**src/rtl/tt_print_ctl_pkg.sv**
```systemverilog
// Shared types and constants for the console typewriter print sequencer.
package tt_print_ctl_pkg;

  // Sequencer states.
  typedef enum logic [2:0] {
    INIT, IDLE, XLATE, SHIFT, SHIFT_SETTLE, OP, OP_SETTLE
  } state_t;

  // The magnet strobe that the active timer phase drives.
  typedef enum logic [2:0] {
    K_NONE, K_PRINT, K_SPACE, K_CR, K_UP, K_DOWN
  } kind_t;

  // Dispatch decision taken once the translator result is available.
  typedef enum logic [2:0] {
    D_CR, D_SPACE, D_UP, D_DOWN, D_PRINT, D_DROP
  } disp_t;

  // Phases of the strobe timer.
  typedef enum logic [1:0] {
    PH_IDLE, PH_STROBE, PH_SETTLE
  } phase_t;

  localparam logic [7:0] EBCDIC_NL = 8'h15;
  localparam logic [7:0] EBCDIC_SP = 8'h40;

  localparam int DEF_XLATE_LAT     = 3;
  localparam int DEF_STROBE_CYC    = 4;
  localparam int DEF_SETTLE_CYC    = 16;
  localparam int DEF_CR_SETTLE_CYC = 64;
  localparam int DEF_LINE_LEN      = 80;

  // Width of the strobe timer's counter and length inputs.
  localparam int TW = 16;

  // Chooses the mechanical operation for a translated character.
  // The upper flag wins when both case flags are set.
  function automatic disp_t classify(input logic [7:0] ch,
                                     input logic       upper,
                                     input logic       lower,
                                     input logic [5:0] code,
                                     input logic       case_upper);
    disp_t d;
    if (ch == EBCDIC_NL)           d = D_CR;
    else if (ch == EBCDIC_SP)      d = D_SPACE;
    else if (upper || lower) begin
      if (upper != case_upper)     d = upper ? D_UP : D_DOWN;
      else                         d = D_PRINT;
    end
    else if (code != '0)           d = D_PRINT;
    else                           d = D_DROP;
    return d;
  endfunction

endpackage

```
**src/rtl/tt_print_ctl_if.sv**
```systemverilog
// Character handshake between the console data register and the print sequencer.
interface tt_print_ctl_if;
  logic [7:0] i_char;
  logic       i_char_valid;
  logic       o_char_ready;

  modport master (output i_char, output i_char_valid, input o_char_ready);
  modport slave  (input i_char, input i_char_valid, output o_char_ready);
endinterface

```
**src/rtl/tt_print_ctl_timer.sv**
```systemverilog
// tt_strobe_timer: loadable down-counter giving a strobe-high phase followed by
// a settle phase. strobe_end_o marks the last strobe cycle, done_o the last
// cycle of the whole operation (settle of zero makes them coincide).
module tt_strobe_timer
  import tt_print_ctl_pkg::*;
(
  input  logic          clk_i,
  input  logic          reset_i,
  input  logic          load_i,
  input  logic [TW-1:0] strobe_len_i,
  input  logic [TW-1:0] settle_len_i,
  output logic          strobe_o,
  output logic          strobe_end_o,
  output logic          busy_o,
  output logic          done_o
);

  phase_t        phase_q, phase_d;
  logic [TW-1:0] cnt_q, cnt_d;
  logic [TW-1:0] settle_q, settle_d;

  // Phase sequencing; a load restarts the strobe phase unconditionally.
  always_comb begin
    // NOTE: every combinational output gets a default first so no latch is inferred.
    phase_d      = phase_q;
    cnt_d        = cnt_q;
    settle_d     = settle_q;
    strobe_end_o = (phase_q == PH_STROBE) && (cnt_q == TW'(1));
    done_o       = (strobe_end_o && (settle_q == '0)) ||
                   ((phase_q == PH_SETTLE) && (cnt_q == TW'(1)));
    if (load_i) begin
      phase_d  = PH_STROBE;
      cnt_d    = strobe_len_i;
      settle_d = settle_len_i;
    end else if (strobe_end_o) begin
      if (settle_q == '0) begin
        phase_d = PH_IDLE;
      end else begin
        phase_d = PH_SETTLE;
        cnt_d   = settle_q;
      end
    end else if (phase_q == PH_SETTLE) begin
      if (cnt_q == TW'(1)) phase_d = PH_IDLE;
      else                 cnt_d   = cnt_q - TW'(1);
    end else if (phase_q == PH_STROBE) begin
      cnt_d = cnt_q - TW'(1);
    end
  end

  // Timer state register with synchronous reset.
  always_ff @(posedge clk_i) begin
    // NOTE: state registers use non-blocking assignments so all flops update together.
    if (reset_i) begin
      phase_q  <= PH_IDLE;
      cnt_q    <= '0;
      settle_q <= '0;
    end else begin
      phase_q  <= phase_d;
      cnt_q    <= cnt_d;
      settle_q <= settle_d;
    end
  end

  assign strobe_o = (phase_q == PH_STROBE);
  assign busy_o   = (phase_q != PH_IDLE);

endmodule

```
**src/rtl/tt_print_ctl.sv**
```systemverilog
// tt_print_ctl: console typewriter print sequencer. Accepts EBCDIC characters,
// waits out the external translator and issues timed magnet strobes.
// Optional feature macro TT_AUTO_CR_EN adds a column counter that inserts a
// carrier return once LINE_LEN columns have been printed.
module tt_print_ctl
  import tt_print_ctl_pkg::*;
#(
  parameter int XLATE_LAT     = DEF_XLATE_LAT,   // >= 1
  parameter int STROBE_CYC    = DEF_STROBE_CYC,
  parameter int SETTLE_CYC    = DEF_SETTLE_CYC,
  parameter int CR_SETTLE_CYC = DEF_CR_SETTLE_CYC,
  parameter int LINE_LEN      = DEF_LINE_LEN
) (
  input  logic           i_clk,
  input  logic           i_reset,
  tt_print_ctl_if.slave  chan,
  output logic [7:0]     o_data_reg,
  input  logic [5:0]     i_tt_code,
  input  logic           i_lower_case_character,
  input  logic           i_upper_case_character,
  output logic [5:0]     o_tt_sel,
  output logic           o_print,
  output logic           o_space,
  output logic           o_cr,
  output logic           o_shift_up,
  output logic           o_shift_down,
  output logic           o_case_upper,
  output logic           o_unprintable
);

  state_t        state_q, state_d;
  kind_t         kind_q, kind_d;
  logic [7:0]    xcnt_q, xcnt_d;
  logic [7:0]    data_q, data_d;
  logic [5:0]    sel_q, sel_d;
  logic          upper_q, upper_d, lower_q, lower_d;
  logic          case_q, case_d;
  logic          ready_q, ready_d;
  logic          unp_q, unp_d;

  logic          t_load, t_strobe, t_end, t_busy, t_done;
  logic [TW-1:0] t_settle;
  logic          go, do_print, finish;
  logic          need_cr, resume_q;
  disp_t         disp;

  assign disp = classify(data_q, upper_q, lower_q, sel_q, case_q);

  tt_strobe_timer u_timer (
    .clk_i        (i_clk),
    .reset_i      (i_reset),
    .load_i       (t_load),
    .strobe_len_i (TW'(STROBE_CYC)),
    .settle_len_i (t_settle),
    .strobe_o     (t_strobe),
    .strobe_end_o (t_end),
    .busy_o       (t_busy),
    .done_o       (t_done)
  );

  // Sequencer next-state, timer loads and dispatch of translated characters.
  always_comb begin
    state_d  = state_q;
    kind_d   = kind_q;
    xcnt_d   = xcnt_q;
    data_d   = data_q;
    sel_d    = sel_q;
    upper_d  = upper_q;
    lower_d  = lower_q;
    case_d   = case_q;
    unp_d    = 1'b0;
    t_load   = 1'b0;
    t_settle = TW'(SETTLE_CYC);
    go       = 1'b0;
    do_print = 1'b0;
    finish   = 1'b0;

    case (state_q)
      INIT: begin
        // Drive the carriage to lower case before accepting characters.
        if (!t_busy) begin
          t_load = 1'b1;
          kind_d = K_DOWN;
        end else if (t_done) begin
          state_d = IDLE;
          kind_d  = K_NONE;
        end
      end
      IDLE: begin
        if (chan.i_char_valid && ready_q) begin
          data_d  = chan.i_char;
          xcnt_d  = '0;
          state_d = XLATE;
        end
      end
      XLATE: begin
        xcnt_d = xcnt_q + 8'd1;
        if (xcnt_q == 8'(XLATE_LAT - 1)) begin
          sel_d   = i_tt_code;
          upper_d = i_upper_case_character;
          lower_d = i_lower_case_character;
        end
        if (xcnt_q == 8'(XLATE_LAT)) go = 1'b1;
      end
      SHIFT: begin
        if (t_end) case_d = ~case_q;
        if (t_done)     do_print = 1'b1;
        else if (t_end) state_d  = SHIFT_SETTLE;
      end
      SHIFT_SETTLE: if (t_done) do_print = 1'b1;
      OP: begin
        if (t_done)     finish  = 1'b1;
        else if (t_end) state_d = OP_SETTLE;
      end
      OP_SETTLE: if (t_done) finish = 1'b1;
      default: state_d = INIT;
    endcase

    // An inserted carrier return resumes the pending character afterwards.
    if (finish) begin
      if (resume_q) begin
        go = 1'b1;
      end else begin
        state_d = IDLE;
        kind_d  = K_NONE;
      end
    end

    if (go) begin
      t_load  = 1'b1;
      state_d = OP;
      if (need_cr) begin
        kind_d   = K_CR;
        t_settle = TW'(CR_SETTLE_CYC);
      end else begin
        case (disp)
          D_CR: begin
            kind_d   = K_CR;
            t_settle = TW'(CR_SETTLE_CYC);
          end
          D_SPACE: kind_d   = K_SPACE;
          D_UP:    begin kind_d = K_UP;   state_d = SHIFT; end
          D_DOWN:  begin kind_d = K_DOWN; state_d = SHIFT; end
          D_PRINT: do_print = 1'b1;
          default: begin
            t_load  = 1'b0;
            state_d = IDLE;
            kind_d  = K_NONE;
            unp_d   = 1'b1;
          end
        endcase
      end
    end

    if (do_print) begin
      t_load  = 1'b1;
      state_d = OP;
      kind_d  = K_PRINT;
    end

    // Ready follows the drop pulse by one cycle.
    ready_d = (state_d == IDLE) && !unp_d;
  end

  // Sequencer registers; reset aborts any operation and re-runs INIT.
  always_ff @(posedge i_clk) begin
    if (i_reset) begin
      state_q <= INIT;
      kind_q  <= K_NONE;
      xcnt_q  <= '0;
      data_q  <= '0;
      sel_q   <= '0;
      upper_q <= 1'b0;
      lower_q <= 1'b0;
      case_q  <= 1'b0;
      ready_q <= 1'b0;
      unp_q   <= 1'b0;
    end else begin
      state_q <= state_d;
      kind_q  <= kind_d;
      xcnt_q  <= xcnt_d;
      data_q  <= data_d;
      sel_q   <= sel_d;
      upper_q <= upper_d;
      lower_q <= lower_d;
      case_q  <= case_d;
      ready_q <= ready_d;
      unp_q   <= unp_d;
    end
  end

`ifdef TT_AUTO_CR_EN
  logic [15:0] col_q, col_d;
  logic        resume_d;

  assign need_cr = (col_q >= 16'(LINE_LEN)) &&
                   (disp inside {D_SPACE, D_PRINT, D_UP, D_DOWN});

  // Column count and pending-character flag for automatic carrier return.
  always_comb begin
    col_d    = col_q;
    resume_d = go ? need_cr : resume_q;
    if (t_load && (kind_d == K_CR))                              col_d = '0;
    else if (t_load && ((kind_d == K_PRINT) || (kind_d == K_SPACE))) col_d = col_q + 16'd1;
  end

  // Column counter registers.
  always_ff @(posedge i_clk) begin
    if (i_reset) begin
      col_q    <= '0;
      resume_q <= 1'b0;
    end else begin
      col_q    <= col_d;
      resume_q <= resume_d;
    end
  end
`else
  assign need_cr  = 1'b0;
  assign resume_q = 1'b0;
`endif

  assign chan.o_char_ready = ready_q;
  assign o_data_reg        = data_q;
  assign o_tt_sel          = sel_q;
  assign o_case_upper      = case_q;
  assign o_unprintable     = unp_q;
  assign o_print           = t_strobe && (kind_q == K_PRINT);
  assign o_space           = t_strobe && (kind_q == K_SPACE);
  assign o_cr              = t_strobe && (kind_q == K_CR);
  assign o_shift_up        = t_strobe && (kind_q == K_UP);
  assign o_shift_down      = t_strobe && (kind_q == K_DOWN);

endmodule

```
**src/flat_wrapper.sv**
```systemverilog
// flat-port wrapper written by rule: the top's interface ports become plain ports
module tt_print_ctl_flat import tt_print_ctl_pkg::*;
#(
  parameter int XLATE_LAT     = DEF_XLATE_LAT,          
  parameter int STROBE_CYC    = DEF_STROBE_CYC,
  parameter int SETTLE_CYC    = DEF_SETTLE_CYC,
  parameter int CR_SETTLE_CYC = DEF_CR_SETTLE_CYC,
  parameter int LINE_LEN      = DEF_LINE_LEN
)
  (i_clk, i_reset, o_data_reg, i_tt_code, i_lower_case_character, i_upper_case_character, o_tt_sel, o_print, o_space, o_cr, o_shift_up, o_shift_down, o_case_upper, o_unprintable, chan_i_char, chan_i_char_valid, chan_o_char_ready);
  tt_print_ctl_if chan_i ();
  input  logic i_clk;
  input  logic i_reset;
  output logic [7:0] o_data_reg;
  input  logic [5:0] i_tt_code;
  input  logic i_lower_case_character;
  input  logic i_upper_case_character;
  output logic [5:0] o_tt_sel;
  output logic o_print;
  output logic o_space;
  output logic o_cr;
  output logic o_shift_up;
  output logic o_shift_down;
  output logic o_case_upper;
  output logic o_unprintable;
  input wire logic [$bits(chan_i.i_char)-1:0] chan_i_char;
  input wire logic [$bits(chan_i.i_char_valid)-1:0] chan_i_char_valid;
  output wire logic [$bits(chan_i.o_char_ready)-1:0] chan_o_char_ready;
  assign chan_i.i_char = chan_i_char;
  assign chan_i.i_char_valid = chan_i_char_valid;
  assign chan_o_char_ready = chan_i.o_char_ready;
  tt_print_ctl #(.XLATE_LAT(XLATE_LAT), .STROBE_CYC(STROBE_CYC), .SETTLE_CYC(SETTLE_CYC), .CR_SETTLE_CYC(CR_SETTLE_CYC), .LINE_LEN(LINE_LEN)) u_core (.i_clk(i_clk), .i_reset(i_reset), .chan(chan_i), .o_data_reg(o_data_reg), .i_tt_code(i_tt_code), .i_lower_case_character(i_lower_case_character), .i_upper_case_character(i_upper_case_character), .o_tt_sel(o_tt_sel), .o_print(o_print), .o_space(o_space), .o_cr(o_cr), .o_shift_up(o_shift_up), .o_shift_down(o_shift_down), .o_case_upper(o_case_upper), .o_unprintable(o_unprintable));
endmodule
```
**config.mk**
```make
export PLATFORM = sky130hd
export DESIGN_NAME = tt_print_ctl_flat
export DESIGN_NICKNAME = d
export VERILOG_FILES = /design/src/rtl/tt_print_ctl_pkg.sv /design/src/rtl/tt_print_ctl_if.sv /design/src/rtl/tt_print_ctl_timer.sv /design/src/rtl/tt_print_ctl.sv /design/src/flat_wrapper.sv
export SDC_FILE = /design/constraint.sdc
export NUM_CORES = 1
export LEC_CHECK = 0
export CORE_MARGIN = 2
export CORE_UTILIZATION = 35
export DETAILED_ROUTE_END_ITERATION = 10
export DONT_BUFFER_PORTS = 1
export SYNTH_ARGS = -nofsm -noshare
export SYNTH_HDL_FRONTEND = slang
export SYNTH_SLANG_ARGS = --single-unit
```
**constraint.sdc**
```tcl
create_clock -name i_clk -period 2 [get_ports i_clk]
set_input_delay 0.2 -clock i_clk [delete_from_list [all_inputs] [get_ports i_clk]]
set_output_delay 0.2 -clock i_clk [all_outputs]
set_load 0.02 [all_outputs]
```
==> impl_metrics.toml, run 1 <==
[status]
outcome = "finished with violations"
violations = "negative hold slack, negative setup slack"

[pwr]
netSwitchingPower_uw = 677.3
vdd_ir_drop_max_v = 0.0005785
power_frac_clock = 0.325
switching_share = 0.2844
areal_power_density_over_the_cells_nw_per_um2 = 639.1
comb_power_share = 0.204
seqPwrFrac = 0.472
total_leakage_power_uw = 0.001570
power_report.internal_total_uw = 1704

[global_route]
grt_pass1_vias = 2672
grt_max_degree = 34
grt.overflow.total = 0
grt_first_pass_wirelength_mm = 11.97
grt_antenna_before_repair = 0
grt.total_usage = 0.1665

[yosys]
async_sr_flop_fraction = 0
synth.yosys.warnings = 0
synthFlopType = "sky130_fd_sc_hd__dfxtp_1"
synth.net_count = 360
post_synth_xor_area_fraction = 0.04593
ys_seq_elements = 53
yosysSeqAreaShare = 0.3710
mappedNetlistArea_sq_um = 2860
synthesis.instances = 336
synth-compound-area-share = 0.1391
avgSynthCellArea_sq_um = 8.513
synth.mux.area_fraction = 0.06387
synth.distinct_cells = 65
synthAdderAreaFrac = 0.02537
number_of_enable_flip_flop_cells_after_synthesis = 0
synth_top_family_by_area = "simple AND/OR/NAND/NOR gates"
synth_simple_gate_area_frac = 0.3246

[clock_tree]
cts_buffer_depth = 2
cts_root_buffer = "sky130_fd_sc_hd__clkbuf_8"
clock_sinks = 53
tritoncts = "done"
clk-insertion-delay-late_ns = 0.31
hold_buffers = 2
cts_inserted_buffers = 5
clk_pin_slew_worst_paths_ns = 0.10
htreeDepth = 2

[placed_design]
placed_area_sq_um = 3377
dpl_hpwl_mm = 5.215
io_buffers = 0
dp_cells = 486
gpl.final_weighted_congestion = 0.8392

[route]
drtAntennaViolNets = 0
remaining_drc_errors = 0
wire_per_inst_um = 14.38
drt_iter0_markers = 127
drt_wl_total_mm = 7.189
routed_vias_inst = 5.272
route.vias.total = 2636
firstDrtPassIters = 4

[setup_path]
cp.arrival_ns = 2.33
worstPathRequired_ns = 2.25
worstRegToRegCells = 6
crit_chain = "or4_4 -> or4_4 -> a21oi_4 -> o2111ai_4 -> nand2b_4 -> nor2_1"
crit_start_category = "flop"
worstSetupEndpointType = "flop"
cell_type_of_the_slowest_stage_on_the_worst_timing_path = "sky130_fd_sc_hd__or4_4"
timing.setup.critical_path_class = "flop to flop"
crit_path_frequent_cell = "sky130_fd_sc_hd__or4_4"
critical_path_peak_fanout = 6
slowest_delay_ns = 0.52

[sta]
finalHoldWorstSlack_ns = -0.05770
max_freq_mhz = 480.5
postLayoutSetupSlackWorst_ns = -0.08106
min_period_over_period = 1.041
slew_headroom = 0.6852
finalClockSkew_ns = 0.004246
tightestPinTransition_ns = 0.4686
rsz0062_at_grt = "yes"
finalSetupViolations = 17
max_transition_viols_final = 0
finalHoldViolCount = 29
fin_crit_ns = 2.081

[floorplanning]
floorplan.die.width_um = 94.40
fp.dieH_um = 94.40
io_pins = 41
core_area_sq_um = 7807
start_util = 0.3663
die_area_sq_um = 8911
placementRows = 32

[min_path]
hold_depth = 1
hold_path.class = "primary input to flop"

[final_layout]
final_core_util = 0.4772
area_growth_pct = 30.27
most-common-layout-cells = "sky130_fd_sc_hd__buf_4, sky130_fd_sc_hd__nor2_1, sky130_fd_sc_hd__dfxtp_1, sky130_fd_sc_hd__nand2_1, sky130_fd_sc_hd__mux2i_1"
flip_flop_count_of_the_largest_register_all_copies_and_words_added = 16
post_layout_net_count = 421
layout.cells.most_common = "sky130_fd_sc_hd__buf_4"
fin_area_sq_um = 3726
final_cells = 500
drive_gt1_frac = 0.3191
diodes = 0

[flow_run]
max_cap_violations = 0
[cell usage after synthesis, drive strengths merged, types with 2 or more instances]
cell     n  share of area
clkbuf   6         0.0079
mux2i   16          0.056
buf      4         0.0092
nor3b    3         0.0079
dfxtp   53           0.37
ha       5          0.022
a31oi    4         0.0087
and4b    5          0.018
nor3     7          0.014
and2     2         0.0044
a21oi   17          0.034
o21ai   10          0.017
nand2b   9          0.022
or3      5          0.011
a211oi   4          0.010
nor4    13          0.041
or4      5          0.015
nand3   13          0.023
nand2   22          0.029
inv     10          0.013
a21boi   2         0.0066
or3b     3          0.010
nor2b    2         0.0044
o211ai   2         0.0052
nand4    4         0.0087
xor2     2         0.0061
nor4b    3         0.0092
and3     2         0.0044
or2      4         0.0088
a22oi    2         0.0052
o21a     3         0.0079
o22ai    2         0.0044
nor2    63          0.083
xnor2   13          0.040
mux2     2         0.0079
[worst paths after layout]
path | from | endpoint | slack [ns]
min reg2reg | u_core.u_timer.settle_q[4] | u_core.u_timer.settle_q[4] | 0.50
min | i_reset | u_core.u_timer.cnt_q[2] | -0.06
max | u_core.o_tt_sel[3] | u_core.u_timer.cnt_q[12] | -0.08
max reg2reg | u_core.o_tt_sel[3] | u_core.u_timer.cnt_q[12] | -0.08
[final cells by class]
| class | count | area (sq um) |
|---|---|---|
| Tap cell | 102 | 127.6 |
| Timing Repair Buffer | 63 | 485.5 |
| Clock inverter | 3 | 50.05 |
| Sequential cell | 53 | 1070 |
| Inverter | 10 | 37.54 |
| Clock buffer | 5 | 68.82 |
| Multi-Input combinational cell | 264 | 1887 |
| Fill cell | 741 | 4081 |
[repair_timing]
item	in CTS	in global routing
endpoints found under the setup margin	27	31
gates cloned	1	0
hold endpoints to repair	32	30
buffers inserted	1	2
gates resized for setup	15	29
pin swaps	11	12
[power by group through the flow]
stage | Clock, uW | Combinational [uW] | Sequential [uW]
5_1_grt | 828 | 528 | 1130
3_5_place_dp | 0 | 414 | 1140
2_1_floorplan | 0 | 290 | 1140
4_1_cts | 797 | 445 | 1120
6_report | 774 | 485 | 1120
3_3_place_gp | 0 | 408 | 1140
[critical path, delay by kind of cell (launching register included)]
family / cells / cell delay, ns
DFF: 1 / 0.33
AOI/OAI and AO/OA: 2 / 0.35
and+or+nand+nor: 4 / 1.33
[layer usage]
layer | part of all wire | track usage | up-vias | wire length, um
li1 | - | - | 1332 | -
met1 | 0.46 | 0.2095 | 1245 | 3289
met2 | 0.49 | 0.2952 | 53 | 3548
met3 | 0.040 | 0.03352 | 6 | 285
met4 | 0.0090 | 0.03502 | 0 | 65
met5 | 0 | 0 | - | 0
[per-stage QoR]
| step | worst slack, ns | total power (uW) | setup TNS (ns) |
|---|---|---|---|
| after CTS | -0.07593 | 2363 | -0.8143 |
| after floorplan | -0.07198 | 1431 | -0.7220 |
| after global placement | -0.04818 | 1550 | -0.5408 |
| final | -0.08106 | 2381 | -0.9925 |
| after global routing | -0.1505 | 2484 | -2.687 |
| after detailed placement | -0.08591 | 1558 | -1.346 |
[logic make-up (layout without fill, tap and decap cells)]
logic type / after synthesis / after routing
simple gates: 168 / 169
compound gates: 56 / 56
flops: 53 / 53
buf+inv: 20 / 81
mux: 18 / 18
xor+xnor: 15 / 15
fa+ha+maj: 6 / 6
Note: power is estimated with default switching activity, not from simulation.
==> run 2: changes to the inputs <==
SLEW_MARGIN = 10   (was not set)
==> results of run 2 <==
The final DEF is identical to that of run 1; final timing and power are the same.
